**config.mk**
```make
export PLATFORM = sky130hd
export DESIGN_NAME = uart_rx_fifo_flat
export DESIGN_NICKNAME = d
export VERILOG_FILES = /design/src/rtl/uart_pkg.sv /design/src/rtl/uart_rx_fifo_if.sv /design/src/rtl/sync_fifo.sv /design/src/rtl/uart_rx_fifo.sv /design/src/flat_wrapper.sv
export SDC_FILE = /design/constraint.sdc
export NUM_CORES = 1
export LEC_CHECK = 0
export CAP_MARGIN = 20
export CELL_PAD_IN_SITES_DETAIL_PLACEMENT = 1
export CELL_PAD_IN_SITES_GLOBAL_PLACEMENT = 1
export CORE_MARGIN = 2
export CORE_UTILIZATION = 51
export CTS_BUF_LIST = sky130_fd_sc_hd__clkbuf_4 sky130_fd_sc_hd__clkbuf_8 sky130_fd_sc_hd__clkbuf_16
export DETAILED_ROUTE_END_ITERATION = 7
export GPL_TIMING_DRIVEN = 0
export PLACE_DENSITY = 0.79
export SKIP_LAST_GASP = 1
export SYNTH_ARGS = -nofsm -noshare
export SYNTH_HDL_FRONTEND = slang
export SYNTH_SLANG_ARGS = --single-unit
```
**constraint.sdc**
```tcl
create_clock -name clk -period 4.07 [get_ports clk]
set_clock_uncertainty 0.2 [all_clocks]
set_input_delay 0.814 -clock clk [delete_from_list [all_inputs] [get_ports clk]]
set_output_delay 0.814 -clock clk [all_outputs]
set_load 0.05 [all_outputs]
```
**src/rtl/uart_pkg.sv**
```systemverilog
// rtl/uart_pkg.sv - shared UART constants and types
package uart_pkg;

    localparam int UART_RX_FIFO_DEPTH  = 16;
    localparam int UART_RX_FIFO_THRESH = 8;

    typedef logic [7:0] uart_byte_t;

endpackage

```
**src/rtl/uart_rx_fifo_if.sv**
```systemverilog
// rtl/uart_rx_fifo_if.sv - receive FIFO push/pop/status bundle
interface uart_rx_fifo_if import uart_pkg::*; #(
    parameter int DEPTH = UART_RX_FIFO_DEPTH
) ();

    uart_byte_t               in_data;
    logic                     in_valid;
    logic                     rd;
    logic                     flush;
    logic                     clr_ovf;
    uart_byte_t               out_data;
    logic                     out_valid;
    logic [$clog2(DEPTH):0]   count;
    logic                     full;
    logic                     overflow;
    logic                     above_thresh;

    // Master side: receiver + CPU, driving pushes, pops and control.
    modport master (
        output in_data, in_valid, rd, flush, clr_ovf,
        input  out_data, out_valid, count, full, overflow, above_thresh
    );

    // Slave side: the FIFO itself.
    modport slave (
        input  in_data, in_valid, rd, flush, clr_ovf,
        output out_data, out_valid, count, full, overflow, above_thresh
    );

endinterface

```
**src/rtl/sync_fifo.sv**
```systemverilog
// rtl/sync_fifo.sv - generic first-word-fall-through queue with explicit count
module sync_fifo #(
    parameter int WIDTH = 8,
    parameter int DEPTH = 16
) (
    input  logic                     clk,
    input  logic                     rst,
    input  logic                     push_i,
    input  logic                     pop_i,
    input  logic                     flush_i,
    input  logic [WIDTH-1:0]         wdata_i,
    output logic [WIDTH-1:0]         rdata_o,
    output logic [$clog2(DEPTH):0]   count_o,
    output logic                     full_o,
    output logic                     empty_o,
    output logic                     push_ok_o
);

    localparam int AW = $clog2(DEPTH);
    localparam int CW = AW + 1;

    logic [WIDTH-1:0] mem_q [DEPTH];
    logic [AW-1:0]    wp_q, wp_d;
    logic [AW-1:0]    rp_q, rp_d;
    logic [CW-1:0]    count_q, count_d;
    logic             pop_eff;
    logic             push_acc;

    assign empty_o   = (count_q == '0);
    assign full_o    = (count_q == CW'(DEPTH));
    // A pop on a full queue always frees a slot, so a push is still safe.
    assign push_ok_o = ~full_o | pop_i;
    assign pop_eff   = pop_i & ~empty_o & ~flush_i;
    assign push_acc  = push_i & push_ok_o & ~flush_i;

    assign count_o = count_q;
    // Head is forced to zero when empty so the output is defined after reset.
    assign rdata_o = empty_o ? '0 : mem_q[rp_q];

    // Next pointers and occupancy; a concurrent push and pop leave count unchanged.
    always_comb begin
        wp_d    = wp_q;
        rp_d    = rp_q;
        count_d = count_q;
        if (flush_i) begin
            wp_d    = '0;
            rp_d    = '0;
            count_d = '0;
        end else begin
            if (push_acc) wp_d = wp_q + AW'(1);
            if (pop_eff)  rp_d = rp_q + AW'(1);
            case ({push_acc, pop_eff})
                2'b10:   count_d = count_q + CW'(1);
                2'b01:   count_d = count_q - CW'(1);
                default: count_d = count_q;
            endcase
        end
    end

    // Pointer and count registers.
    always_ff @(posedge clk) begin
        if (rst) begin
            wp_q    <= '0;
            rp_q    <= '0;
            count_q <= '0;
        end else begin
            wp_q    <= wp_d;
            rp_q    <= rp_d;
            count_q <= count_d;
        end
    end

    // Storage array; contents need no reset because count gates visibility.
    always_ff @(posedge clk) begin
        if (push_acc) mem_q[wp_q] <= wdata_i;
    end

endmodule

```
**src/rtl/uart_rx_fifo.sv**
```systemverilog
// rtl/uart_rx_fifo.sv - UART receive byte buffer with overflow and threshold flags
module uart_rx_fifo import uart_pkg::*; #(
    parameter int DEPTH  = UART_RX_FIFO_DEPTH,
    parameter int THRESH = UART_RX_FIFO_THRESH
) (
    input  logic           clk,
    input  logic           rst,
    uart_rx_fifo_if.slave  bus
);

    localparam int CW = $clog2(DEPTH) + 1;

    logic [CW-1:0] count;
    logic          empty;
    logic          full;
    logic          push_ok;
    logic          drop;
    logic          overflow_q, overflow_d;

    sync_fifo #(
        .WIDTH (8),
        .DEPTH (DEPTH)
    ) u_fifo (
        .clk       (clk),
        .rst       (rst),
        .push_i    (bus.in_valid),
        .pop_i     (bus.rd),
        .flush_i   (bus.flush),
        .wdata_i   (bus.in_data),
        .rdata_o   (bus.out_data),
        .count_o   (count),
        .full_o    (full),
        .empty_o   (empty),
        .push_ok_o (push_ok)
    );

    // A push is lost only when full with no pop; flush discards pushes without a drop.
    assign drop = bus.in_valid & ~push_ok & ~bus.flush;

    // Sticky overflow: a drop in the same cycle as a clear keeps the flag set.
    always_comb begin
        overflow_d = overflow_q;
        if (drop)              overflow_d = 1'b1;
        else if (bus.clr_ovf)  overflow_d = 1'b0;
    end

    // Overflow register.
    always_ff @(posedge clk) begin
        if (rst) overflow_q <= 1'b0;
        else     overflow_q <= overflow_d;
    end

    assign bus.count        = count;
    assign bus.full         = full;
    assign bus.out_valid    = ~empty;
    assign bus.overflow     = overflow_q;
    assign bus.above_thresh = (count >= CW'(THRESH));

endmodule

```
**src/flat_wrapper.sv**
```systemverilog
// flat-port wrapper written by rule: the top's interface ports become plain ports
module uart_rx_fifo_flat import uart_pkg::*;
#(
    parameter int DEPTH  = UART_RX_FIFO_DEPTH,
    parameter int THRESH = UART_RX_FIFO_THRESH
)
  (clk, rst, bus_in_data, bus_in_valid, bus_rd, bus_flush, bus_clr_ovf, bus_out_data, bus_out_valid, bus_count, bus_full, bus_overflow, bus_above_thresh);
  uart_rx_fifo_if #(.DEPTH(DEPTH)) bus_i ();
  input  logic clk;
  input  logic rst;
  input wire logic [$bits(bus_i.in_data)-1:0] bus_in_data;
  input wire logic [$bits(bus_i.in_valid)-1:0] bus_in_valid;
  input wire logic [$bits(bus_i.rd)-1:0] bus_rd;
  input wire logic [$bits(bus_i.flush)-1:0] bus_flush;
  input wire logic [$bits(bus_i.clr_ovf)-1:0] bus_clr_ovf;
  output wire logic [$bits(bus_i.out_data)-1:0] bus_out_data;
  output wire logic [$bits(bus_i.out_valid)-1:0] bus_out_valid;
  output wire logic [$bits(bus_i.count)-1:0] bus_count;
  output wire logic [$bits(bus_i.full)-1:0] bus_full;
  output wire logic [$bits(bus_i.overflow)-1:0] bus_overflow;
  output wire logic [$bits(bus_i.above_thresh)-1:0] bus_above_thresh;
  assign bus_i.in_data = bus_in_data;
  assign bus_i.in_valid = bus_in_valid;
  assign bus_i.rd = bus_rd;
  assign bus_i.flush = bus_flush;
  assign bus_i.clr_ovf = bus_clr_ovf;
  assign bus_out_data = bus_i.out_data;
  assign bus_out_valid = bus_i.out_valid;
  assign bus_count = bus_i.count;
  assign bus_full = bus_i.full;
  assign bus_overflow = bus_i.overflow;
  assign bus_above_thresh = bus_i.above_thresh;
  uart_rx_fifo #(.DEPTH(DEPTH), .THRESH(THRESH)) u_core (.clk(clk), .rst(rst), .bus(bus_i));
endmodule
```
# After elaboration in Yosys (flattened, before gate mapping)
# Memories as Yosys holds them, arrays and structs flattened. A register that Yosys moved wholly into a read port is not among the register bits.
# Cells that the tools add are included.
# classes
add_sub_neg	4
multipliers	0
div	0
n_lt_le_gt_ge	1
eq_ne	3
shifts	0
mux	8
bitwise_logic	11
n_reduce_logical	4
# ops
cell	count
$pmux W5 S2	1
$add A4 B1 Y4 const B	2
$mux W4	2
$mux W8	1
$and A1 B1 Y1	6
$add A5 B1 Y5 const B	1
$eq A5 B5 Y1 const B	1
$ge A5 B4 Y1 const B	1
$logic_not A5 Y1	1
$sub A5 B1 Y5 const B	1
$mux W1	4
$not A1 Y1	4
$reduce_bool A2 Y1	2
$eq A2 B1 Y1 const B	1
$eq A2 B2 Y1 const B	1
$reduce_or A2 Y1	1
$or A1 B1 Y1	1
# totals
regBits	14
latchBits	0
ramBits	128
mem_bits_ro	0
input_bits	14
output_inout_bits	17
wordCells	36
n_memories	1
# mem_list
name	words	width	read_ports	rd_ports_with_merged_regs	write_ports	line	source
u_core.u_fifo.mem_q	16	8	1	1	1	sync_fifo.sv:22	logic [WIDTH-1:0] mem_q [DEPTH];

# Longest topological paths before layout
# logic_depth
word_depth	7
ltp_mapped	12
ltp_nobuf	10

# Hierarchy
# A second synthesis with hierarchy kept.
# hier_totals
cells_unflattened	344
area_unflattened_um2	6010.8
# by_module_without_submodules
module	n_inst	cells_each	area_per_inst_um2	seq_area_each_um2
sync_fifo	1	338	5960.7	4184.0
uart_rx_fifo	1	6	50.0	20.0

# Worst setup path after synthesis
# Ideal clock, no wire load.
# synth_path
kind	register to register
startpoint	register u_core.u_fifo.count_q[1], in the netlist u_core.u_fifo.count_o[1]
endpoint	register u_core.u_fifo.count_q[4], in the netlist u_core.u_fifo.count_o[4]
setup_time_ns	0.122
t_arrival_ns	2.982
required_ns	3.748
slack_ns	0.766
path_stages_with_launch	13
path_buffers	2
period_less_slack_ns	3.304
cell_sequence	dfxtp_1 > buf_6 > or4_4 > o21ai_2 > nor2_1 > ha_1 > buf_2 > xor2_1 > ha_1 > a21oi_1 > o21ai_0 > a32o_1 > a311o_1
# synth_via
elab_cells_between_ends	15
classes_between	add/sub: 2; eq/ne: 3; mux: 1; bitwise: 7; reduce/logical: 2
# synth_lines
item	line	source
from (decl)	sync_fifo.sv:25	logic [CW-1:0] count_q, count_d;
from (signal assigned)	sync_fifo.sv:69	count_q <= count_d;
$logic_not A5 Y1 (*)	sync_fifo.sv:29	assign empty_o = (count_q == '0);
$not A1 Y1 (*)	sync_fifo.sv:33	assign pop_eff = pop_i & ~empty_o & ~flush_i;
$and A1 B1 Y1 (*) (2 in a row)	sync_fifo.sv:33	
via u_core.u_fifo.pop_eff	sync_fifo.sv:26	logic pop_eff;
$eq A2 B1 Y1 / $eq A2 B2 Y1 (equally long branches)	sync_fifo.sv:52	case ({push_acc, pop_eff})
$pmux W5 S2 / $reduce_bool A2 Y1 (equally long branches)	-	
# The timed path passes the listed nets; every way through them passes the cells marked *.
# A chain may end at the register's enable or synchronous reset.

==> results.md <==
- Status: finished with violations
- Failing checks: design-rule violations
- Final Setup Violations: 0
- DR iter-0 viols: 213
- Max-cap viol count: 0
- Post-CTS Resized: 4
- Min-Delay Endpoint: u_core.u_fifo.rp_q[3]$_SDFFE_PP0P_
- Final nets: 415
- Syn nets: between 300 and 400
- Post-Syn Area: 6066 um^2
- Yosys top cell area share: 63.37%
- Hold_buf cts: 0
- Post-synthesis sequential area ratio: 69.31%
- Mapped Avg Cell Area: 17.84 um^2
- Die Area: approximately 13,000 um^2
- Port Buffer Count: 30
- Yosys Warn Count: 0
- Commonest non-fill, non-tap cell in the layout: edfxtp_1
- Commonest non-fill, non-tap cells in the layout: edfxtp_1 (128), nor2_1 (26), clkdlybuf4s50_1 (24)
- Cell area after layout: 7176 um^2
- DP Area: roughly 6600 um^2
- Setup TNS Final: 0 ps
- WP data arrival: between 2000 and 3000 ps
- Launch point of the worst hold path: u_core.u_fifo.rp_q[3]$_SDFFE_PP0P_
- CTS H-tree depth: 4
- Actual slew at the worst max-slew pin: between 900 and 1000 ps
- Peak Freq: 252.7 MHz
- RSZ-0062 raised after global routing: false
- Final Hold Violating Endpoints: 0
- Worst skew pair latency: 420 ps
- Critical Path Fanout Max: 10
- Fin crit share: 97.22%
- Core Region: roughly 12,000 um^2
- DR vias/cell: 5.953
- Clock Pin Slew Worst Setup and Hold Paths: ~60 ps
- Largest net degree at the start of global routing: 17
- HP Class: reg2reg
- Minimum hold slack: between 300 and 400 ps
- Peak VDD IR: 0.0001959 V
- Layout cells sized above 1: 19.75%
- Num Clock Sinks: 146
- Wirelength per Cell: about 24 um
- Kind of critical path: reg2out
- Via count: 3,262
- Syn-to-layout area delta: 18.30%
- Data required time of the critical path: between 3000 and 4000 ps
- DRT Pass-1 Iters: 7
- Rows: 39
- Final antenna-violating net count: 0
- Residual overflow from global routing: 0
- DRC violation count after routing: 3
- ANT cells: 0
- Wire length of the first global-routing pass: 21,250 um
- Detail Placement HPWL: 8749 um
- Die width: about 110 um
- Fin crit period: just under 4000 ps
- Slew Limit Headroom: around 33%
- Vias in the first global route: between 3k and 4k
- Dpl ws: -81.32 ps
- Register-to-Register Setup Slack: 690 ps
- WL final: about 13,000 um
- CP startpoint kind: register
- Die H: 113.1 um
- Clock root buffer: clkbuf_16
- IO Count: 31
- Synth cell types: 44
- EDFF count, synth: around 130
- Leakage power: around 2.4 nW
- R2R cell count: 12
- #FFs+latches synth: between 100 and 150
- Area leader, netlist: edfxtp_1
- CTS buffer count: 17
- GP Congestion: ~0.8
- PwrDens: 465.8 nW/um^2
- R2R Path Start: u_core.u_fifo.count_o[1]$_SDFFE_PP0P_
- Final core utilization: 62.31%
- Buffer count from post-CTS setup fixing: 0
- CP Capture Type: primary output
- Worst setup margin: around 110 ps
- Clock Path Buffers: 2
- Syn Inst Count: 340
- Synth area leaders: edfxtp_1 (63%), mux4_2 (8.5%), dfxtp_1 (5.9%), mux4_1 (3.9%), mux2i_1 (2.0%)
- Reg2Reg Capture Point: u_core.u_fifo.count_o[4]$_SDFFE_PP0P_
- Most used DFF post-synth: edfxtp_1
- Initial Util: 52.67%
- Hold Path Stages: 2
- Antenna violations before repair: 0
- GRT Util Overall: a little under a quarter
- Slew Limit Fails: 0
- Share of async-settable or async-resettable flops after synthesis: 0%
- CTS tree: built
[metal layers]
layer | share of wire (%) | track usage, % | vias up
met5 | 0 | 0 | -
met4 | 2.2 | 9.593 | 0
met3 | 5.0 | 5.785 | 25
met2 | 51 | 37.60 | 111
met1 | 42 | 29.49 | 1660
li1 | - | - | 1466
[sequential cells by signal, summed over array words and instances, names as in the netlist, named ones only]
name                   count
u_core.bus.overflow        1
u_core.u_fifo.rp_q         4
u_core.u_fifo.wp_q         4
u_core.u_fifo.mem_q      128
u_core.u_fifo.count_o      5
[through the flow]
stage,total power (W),cells
floorplan,0.001722,340
global placement,0.001771,513
detailed placement,0.001777,517
CTS,0.003367,548
global route,0.003426,548
finish,0.003342,548
[layout make-up]
cell class	count	area, um^2
Buffer	22	142.6
Clock buffer	19	440.4
Clock inverter	12	165.2
Fill cell	1029	4340
Inverter	8	30.03
Multi-Input combinational cell	164	1689
Sequential cell	146	4204
Tap cell	143	178.9
Timing Repair Buffer	34	325.3
[power breakdown]
group | internal [W] | switching (W)
sequential | 0.00163 | 0.00000335
clock | 0.00103 | 0.000571
combinational | 0.0000382 | 0.0000687
[worst max path at each step]
stage	cells after the start	endpoint	slack (ps)	from
4_1_cts	7	bus_out_data[3]	50	register
6_report	7	bus_out_data[4]	110	register
5_1_grt	7	bus_out_data[4]	30	register
3_5_place_dp	12	u_core.u_fifo.count_o[4]$_SDFFE_PP0P_	-80	bus_flush
3_3_place_gp	12	u_core.u_fifo.count_o[4]$_SDFFE_PP0P_	2	bus_flush
2_1_floorplan	12	u_core.u_fifo.count_o[4]$_SDFFE_PP0P_	770	u_core.u_fifo.count_o[1]$_SDFFE_PP0P_
[logic make-up (layout without fill, tap and decap cells)]
logic type,after synthesis,in the layout,synth area share (%)
flip-flops,146,146,69.31
adder cells (fa/ha/maj),8,8,1.650
multiplexers,44,44,14.42
XOR/XNOR,9,9,1.300
buffers and inverters,30,95,2.847
AO/OA/AOI/OAI,36,36,4.559
AND/OR/NAND/NOR,67,67,5.920
[Yosys cell counts, types with 2 or more instances]
master    instances
edfxtp_1        128
nor2_1           26
mux4_2           23
dfxtp_1          18
a211oi_1         16
mux2i_1          12
mux4_1            9
nor2b_1           9
buf_2             8
ha_1              8
inv_1             8
xor2_1            6
clkbuf_1          5
nand2_1           5
nand2b_1          5
nand3_1           5
a21oi_1           4
nor3_1            4
buf_4             3
buf_6             3
o21ai_0           3
or3_1             3
xnor2_1           3
a21o_1            2
a311o_1           2
buf_1             2
nand3b_1          2
or2_2             2
[critical path: stages (launching register included)]
cell,delay (ps)
dfxtp_1,330
buf_6,140
buf_4,240
buf_2,330
mux4_2,260
mux2i_1,70
a211oi_1,290
clkdlybuf4s50_1,860
Power figures use the tool's default switching activity.
